[config.mk]
export PLATFORM = sky130hd
export DESIGN_NAME = cv32e40p_lce_alarm_handler
export DESIGN_NICKNAME = d
export VERILOG_FILES = /design/src/rtl/cv32e40p_lce_alarm_handler.sv
export SDC_FILE = /design/constraint.sdc
export NUM_CORES = 1
export LEC_CHECK = 0
export BUFFER_PORTS_ARGS = -buffer_cell sky130_fd_sc_hd__buf_2
export CORE_AREA = 2 2 39 41
export CTS_BUF_LIST = sky130_fd_sc_hd__clkbuf_8
export DETAILED_ROUTE_END_ITERATION = 8
export DIE_AREA = 0 0 41 43
export PLACE_DENSITY = 0.62
export RECOVER_POWER = 50
export SLEW_MARGIN = 25
export SYNTH_ARGS = -nofsm -noshare
export SYNTH_HDL_FRONTEND = slang
export SYNTH_SLANG_ARGS = --single-unit
[constraint.sdc]
create_clock -name clk -period 1.31 [get_ports clk]
set_input_delay 0.3275 -clock clk [delete_from_list [all_inputs] [get_ports clk]]
set_output_delay 0.3275 -clock clk [all_outputs]
set_load 0.01 [all_outputs]
[src/rtl/cv32e40p_lce_alarm_handler.sv]
// -----------------------------------------------------------------------------
// cv32e40p_lce_alarm_handler
//
// Purpose:
//   Consumes the level alarm of the LCE detector. The alarm is debounced over
//   FILTER_CYCLES consecutive samples. A qualified alarm is an "event": it
//   bumps a saturating event counter and raises an interrupt request that is
//   held until the controller acknowledges it. After the acknowledge the
//   detector is re-armed with a one-cycle init pulse. Once MAX_ALARMS events
//   have been counted the block escalates to a sticky lock that only rst
//   releases.
//
// Optional feature (macro LCE_ALARM_TIMEOUT_EN):
//   When defined, a request left unacknowledged for ACK_TIMEOUT cycles
//   escalates to the lock. When undefined, the request waits indefinitely and
//   ACK_TIMEOUT only takes part in the parameter sanity check.
//
// Ports:
//   clk              clock, rising edge
//   rst              asynchronous active-high reset
//   enable_i         gates alarm filtering; low clears the filter
//   alarm_i          level alarm from the detector
//   irq_ack_i        controller acknowledge of irq_o
//   clear_cnt_i      software clear of the event counter
//   irq_o            alarm interrupt request
//   detector_init_o  one-cycle re-arm pulse to the detector
//   lock_o           sticky core lock request
//   alarm_cnt_o      event count, CNT_W = $clog2(MAX_ALARMS+1) bits
//
// All outputs are decoded from registers only.
// -----------------------------------------------------------------------------
module cv32e40p_lce_alarm_handler #(
    parameter int FILTER_CYCLES = 2,
    parameter int MAX_ALARMS    = 3,
    parameter int ACK_TIMEOUT   = 16,
    localparam int CNT_W        = $clog2(MAX_ALARMS + 1)
) (
    input  logic             clk,
    input  logic             rst,
    input  logic             enable_i,
    input  logic             alarm_i,
    input  logic             irq_ack_i,
    input  logic             clear_cnt_i,
    output logic             irq_o,
    output logic             detector_init_o,
    output logic             lock_o,
    output logic [CNT_W-1:0] alarm_cnt_o
);

    localparam int FILT_W = $clog2(FILTER_CYCLES + 1);

    if (FILTER_CYCLES < 1 || MAX_ALARMS < 1 || ACK_TIMEOUT < 1) begin : g_bad_params
        $error("cv32e40p_lce_alarm_handler: FILTER_CYCLES, MAX_ALARMS and ACK_TIMEOUT must be >= 1");
    end

    // Every 2-bit code is a named state; the default arm below still maps any
    // corrupted value to LOCKED so the block fails secure.
    typedef enum logic [1:0] {
        ST_IDLE   = 2'b00,
        ST_REQ    = 2'b01,
        ST_REARM  = 2'b10,
        ST_LOCKED = 2'b11
    } state_t;

    state_t            state_q, state_d;
    logic [FILT_W-1:0] filt_q, filt_d;
    logic [CNT_W-1:0]  cnt_q, cnt_d;
    logic              event_hit;

    // Increment that sticks at MAX_ALARMS instead of wrapping.
    function automatic logic [CNT_W-1:0] sat_inc(input logic [CNT_W-1:0] base);
        logic [CNT_W:0] sum;
        sum = {1'b0, base} + (CNT_W + 1)'(1);
        if (sum >= (CNT_W + 1)'(MAX_ALARMS)) begin
            return CNT_W'(MAX_ALARMS);
        end
        return sum[CNT_W-1:0];
    endfunction

`ifdef LCE_ALARM_TIMEOUT_EN
    localparam int TMO_W = $clog2(ACK_TIMEOUT + 1);

    logic [TMO_W-1:0] tmo_q, tmo_d;
    logic             tmo_hit;

    assign tmo_hit = (tmo_q == TMO_W'(ACK_TIMEOUT - 1));

    // Counts unacknowledged REQ cycles; restarts on every REQ entry. The
    // escalation to LOCKED at ACK_TIMEOUT-1 keeps it from ever wrapping.
    always_comb begin
        tmo_d = tmo_q;
        if (state_q != ST_REQ && state_d == ST_REQ) begin
            tmo_d = '0;
        end else if (state_q == ST_REQ && !irq_ack_i) begin
            tmo_d = tmo_q + TMO_W'(1);
        end
    end
`endif

    always_comb begin
        state_d   = state_q;
        filt_d    = '0;
        cnt_d     = cnt_q;
        event_hit = 1'b0;

        unique case (state_q)
            ST_IDLE: begin
                if (alarm_i && enable_i) begin
                    if (filt_q == FILT_W'(FILTER_CYCLES - 1)) begin
                        event_hit = 1'b1;
                    end else begin
                        filt_d = filt_q + FILT_W'(1);
                    end
                end
                // A clear on the trigger edge is applied before the increment.
                if (event_hit) begin
                    cnt_d   = sat_inc(clear_cnt_i ? '0 : cnt_q);
                    state_d = (cnt_d == CNT_W'(MAX_ALARMS)) ? ST_LOCKED : ST_REQ;
                end else if (clear_cnt_i) begin
                    cnt_d = '0;
                end
            end

            ST_REQ: begin
                if (irq_ack_i) begin
                    state_d = ST_REARM;
`ifdef LCE_ALARM_TIMEOUT_EN
                end else if (tmo_hit) begin
                    state_d = ST_LOCKED;
`endif
                end
                if (clear_cnt_i) begin
                    cnt_d = '0;
                end
            end

            ST_REARM: begin
                state_d = ST_IDLE;
                if (clear_cnt_i) begin
                    cnt_d = '0;
                end
            end

            ST_LOCKED: begin
                state_d = ST_LOCKED;
            end

            default: begin
                state_d = ST_LOCKED;
            end
        endcase
    end

    always_ff @(posedge clk or posedge rst) begin
        if (rst) begin
            state_q <= ST_IDLE;
            filt_q  <= '0;
            cnt_q   <= '0;
`ifdef LCE_ALARM_TIMEOUT_EN
            tmo_q   <= '0;
`endif
        end else begin
            state_q <= state_d;
            filt_q  <= filt_d;
            cnt_q   <= cnt_d;
`ifdef LCE_ALARM_TIMEOUT_EN
            tmo_q   <= tmo_d;
`endif
        end
    end

    assign irq_o           = (state_q == ST_REQ) || (state_q == ST_LOCKED);
    assign detector_init_o = (state_q == ST_REARM);
    assign lock_o          = (state_q == ST_LOCKED);
    assign alarm_cnt_o     = cnt_q;

endmodule

# Word-level counts from Yosys, hierarchy flattened
# Cells that the tools add are included.
# classes
n_lt_le_gt_ge,1
mux,20
n_reduce_logical,6
eq_ne,7
add_sub_neg,2
# ops
op,count
$mux 2,12
$pmux 2 s4,1
$eq 2x2->1 const B,3
$mux 1,6
$eq 2x1->1 const B,2
$ne 2x2->1 const B,2
$pmux 2 s2,1
$add 2x1->3 const B,1
$ge 3x2->1 const B,1
$add 2x1->2 const B,1
$logic_not 2->1,1
$reduce_and 2->1,1
$reduce_bool 2->1,1
$reduce_or 2->1,1
$logic_and 1x1->1,1
$logic_or 1x1->1,1
# word_totals
inputBits,6
regBits,6
out_inout_bits,5

# Depth between registers and ports, before layout
# logic_depth
depth_word,13
depth_mapped,5
ltp_nobuf,5

# Worst setup path after synthesis
# No wires, ideal clock.
# synth_timing
kind,register -> register
from,reg state_q[0]
to,"reg cnt_q[0], in the netlist alarm_cnt_o[0]"
arrival_ns,1.243
stages_incl_launch_ff,5
path_slack_ns,-0.002
required_ns,1.242
n_path_buf,0
synth_period_minus_slack_ns,1.312
setup_time_ns,0.068
cell_sequence,dfrtp_1 > inv_1 > ha_1 > a2111o_1 > nand3_1
# synth_between
elab_chain_cells,3
word_cells_on_any_way,6
cone_classes,eq/ne: 2; mux: 1; reduce/logical: 3
# synth_rtl
item,line_no,source
"start, declared",65,"state_t state_q, state_d;"
"start signal, assigned",163,state_q <= state_d;
$eq 2x2->1 or $eq 2x1->1 (tied branches),106,unique case (state_q)
$reduce_or 2->1 (no source line),n/a,
$pmux 2 s2 or $reduce_bool 2->1 (tied branches),n/a,
"end signal, assigned",165,cnt_q <= cnt_d;
"end, declared",67,"logic [CNT_W-1:0] cnt_q, cnt_d;"
# Several ways; a longest one is shown, not always the timed one.
# A chain may end at the register's enable or synchronous reset.

# Worst setup path after layout
# layout_timing
from,reg state_q[1]
to,out irq_o
# layout_between
elab_chain_cells,2
word_cells_on_any_way,3
cone_classes,eq/ne: 2; reduce/logical: 1
# layout_rtl
item,line_no,source
$eq 2x1->1 or $eq 2x2->1 (tied branches),172,assign irq_o = (state_q == ST_REQ) || (state_q == ST_LOCKED);
$logic_or 1x1->1 (*),172,
"end, declared",44,"output logic irq_o,"
# Every way passes the cells marked *; elsewhere a longest branch is shown, timed or not.

==> Flow_metrics.wiki <==
{| class="wikitable"
! Metric !! Value
|-
| Cells on worst reg2reg path || 5
|-
| Yosys synthesis warning count || 0
|-
| TritonCTS Sinks || 6
|-
| Worst rel slew slack || 84.32%
|-
| Total congestion overflow after global routing || 0
|-
| Final Hold Fails || 0
|-
| Height of the die || 43 um
|-
| Final Util || a little under half
|-
| Total track usage || 10.84%
|-
| Final antenna-violating net count || 0
|-
| Area growth syn-to-layout || 57.76%
|-
| Reg-to-Reg Start || state_q[0]
|-
| Hold-fix buffers, CTS || 0
|-
| Post-route minimum period || 1.534 ns
|-
| Mean routed wirelength per cell || 11.22 um
|-
| Diode count || 0
|-
| Total wire length after detailed routing || 763 um
|-
| Horizontal extent of the die || 41 um
|-
| Startpoint types || flip-flop
|-
| Worst IR drop on VDD || 0.7971 mV
|-
| Clock latency reported for the late side of the worst-skew pair || 0.21 ns
|-
| Max Cap Violations || 0
|-
| Data arrival time of the worst path || 1.21 ns
|-
| Type of element capturing the critical path || output port
|-
| Maximum number of pins on one net before global-route repair || 7
|-
| Number of buffers added on ports || 10
|-
| Ratio of cells with drive above 1 in the final layout || between 50% and 60%
|-
| Power per cell area || ~2100 mW/mm2
|-
| Max clock buf depth || 2
|-
| Number of antenna violations at the first check in global routing || 0
|-
| Total setup violations reported at the end of the flow || 3
|-
| Area enclosed by the die boundary || 0.001763 mm2
|-
| Inserted Clock Buffers || 3
|-
| Path category of the worst min-delay check || primary input to asynchronous set/reset pin
|-
| Final clock skew || 0.0004426 ns
|-
| Failing checks || negative setup slack
|-
| Kind of critical path || flip-flop to output port
|-
| Syn_area_per_cell || between 10 and 15 um2
|-
| Topmost layer with routed signal wires || met3
|-
| Pre-Repair DR Iteration Count || 1
|-
| Post-Syn Area || 402.9 um2
|-
| Unrepaired setup endpoints after global routing || yes
|-
| Placeable core region || 0.001384 mm2
|-
| First-iteration detailed-routing DRC count || 0
|-
| Run status || finished with violations
|-
| Root cell of the clock tree || sky130_fd_sc_hd__clkbuf_8
|-
| Fin. max-slew vios || 0
|-
| Effective utilization at floorplan || 29.11%
|-
| Clock tree from TritonCTS || done
|-
| Most used cells in the layout excluding fill and tap cells || sky130_fd_sc_hd__buf_2 (8), sky130_fd_sc_hd__dfrtp_1 (6), sky130_fd_sc_hd__buf_6 (4)
|-
| CP Launch Point || state_q[1]
|-
| Reg-to-reg slack, setup || -0.04 ns
|-
| CTS HTree Levels || 1
|-
| Number of flip-flops and latches in the synthesized netlist || 6
|-
| Summed negative setup slack over all endpoints || -0.3552 ns
|-
| Sequential area share after synthesis || 37.27%
|-
| Most common library cell in the layout ignoring fill and taps || sky130_fd_sc_hd__buf_2
|-
| I/O pins || 11
|-
| Req. time, crit path || 0.98 ns
|-
| Highest achievable clock rate || 651.8 MHz
|-
| Via total after detailed routing || 315
|-
| Capture instance of the worst register-to-register path || alarm_cnt_o[1]
|-
| Number of rows in the core area || 14
|-
| Number of nets at the end of the flow || 66
|-
| Slack of the critical path || -0.2243 ns
|-
| Critical-path maximum fanout || 4
|-
| Net count after synthesis || 46
|-
| Sum of net half-perimeters after detailed placement || just under 600 um
|-
| Sum of routed wire segments on met1 || around 300 um
|-
| Ratio of routed vias to standard cells || 4.632
|-
| Routability-driven placement congestion ratio || 0.6079
|-
| Static power due to leakage || 0.2984 nW
|-
| Worst slew pin tran || 0.2341 ns
|-
| Met2 wire length || 440 um
|-
| Via count of the first global-routing pass || ~310
|-
| Met3 routed wirelength || 21 um
|-
| Hold_ws || about 0.013 ns
|-
| Global-route wire length before repair || around 1200 um
|-
| Clock-pin slew on the worst setup and hold paths || 0.03 ns
|-
| DRC Markers || 0
|-
| Final period utilization || 117.1%
|-
| Unique cell type count in the Yosys netlist || 16
|-
| Synthesized instance count || 34
|}
## critical path, cell delays in order (launching register included)
cell	delay, ns
sky130_fd_sc_hd__dfrtp_1	0.42
sky130_fd_sc_hd__ha_2	0.21
sky130_fd_sc_hd__or2_4	0.25
sky130_fd_sc_hd__buf_6	0.12
## metal layers
metal  track usage, %  vias to the layer above
met5                0                        -
met4            6.000                        0
met3            3.141                        0
met2            17.19                        5
met1            12.25                      155
li1                 -                      155
## cell type report
cell class / instances / area [um2]
clock buffer: 3 / 41.29
fill: 139 / 748.2
inverter: 5 / 18.77
multi-input combinational: 23 / 297.8
sequential: 6 / 150.1
tap: 16 / 20.02
timing repair buffer: 15 / 107.6
## stage by stage
stage	total power, mW	cells	worst slack (ns)	instance area, um2
floorplan	0.6296	34	0.01028	415.4
global placement	0.8047	63	-0.07197	508.0
detailed placement	0.8133	63	-0.07988	508.0
CTS	1.273	68	-0.2136	615.6
global route	1.436	68	-0.2607	635.6
finish	1.329	68	-0.2243	635.6
## synth_stat cells
library cell	count	share of area (%)
sky130_fd_sc_hd__dfrtp_1	6	37
sky130_fd_sc_hd__ha_1	6	19
sky130_fd_sc_hd__inv_1	5	4.7
sky130_fd_sc_hd__mux2i_1	3	7.5
sky130_fd_sc_hd__nor2b_1	3	4.7
sky130_fd_sc_hd__a2111o_1	1	2.8
sky130_fd_sc_hd__a21oi_2	1	2.2
sky130_fd_sc_hd__a2bb2oi_2	1	3.7
sky130_fd_sc_hd__and2_1	1	1.6
sky130_fd_sc_hd__and4b_1	1	2.5
sky130_fd_sc_hd__nand2_1	1	0.93
sky130_fd_sc_hd__nand3_1	1	1.2
sky130_fd_sc_hd__nand4b_4	1	5.9
sky130_fd_sc_hd__nor4b_2	1	3.7
sky130_fd_sc_hd__o21ai_0	1	1.2
sky130_fd_sc_hd__or2_2	1	1.6
## logic make-up after synthesis
family                     synth area share, %
AOI/OAI and AO/OA                        9.936
adders and majority gates                18.63
buffers and inverters                    4.659
DFF                                      37.27
muxes                                    7.454
and+or+nand+nor                          22.05
## state kept, by name, summed over array words and instances, names as in the netlist
register,flops
filt_q,2
alarm_cnt_o,2
state_q,2
## where the power goes
part | switching, mW | total [mW] | leakage [nW] | internal (mW)
Clock | 0.0658 | 0.262 | 0.0216 | 0.196
Sequential | 0.0520 | 0.281 | 0.0798 | 0.229
Combinational | 0.344 | 0.787 | 0.197 | 0.442
## worst max-delay path by stage
stage                  to  slack [ns]  cells past startpoint
2_1_floorplan  state_q[1]        0.01                      4
4_1_cts             irq_o       -0.21                      3
5_1_grt             irq_o       -0.26                      3
6_report            irq_o       -0.22                      3
3_3_place_gp        irq_o       -0.07                      3
3_5_place_dp        irq_o       -0.08                      3
## timing repair
item | in CTS | in global routing
setup endpoints to repair | 5 | 8
resized for setup | 12 | 4
setup buffers | 2 | 0
pin swaps | 5 | 2
hold endpoints to repair | 0 | 0
Note: power is estimated with default switching activity, not from simulation.
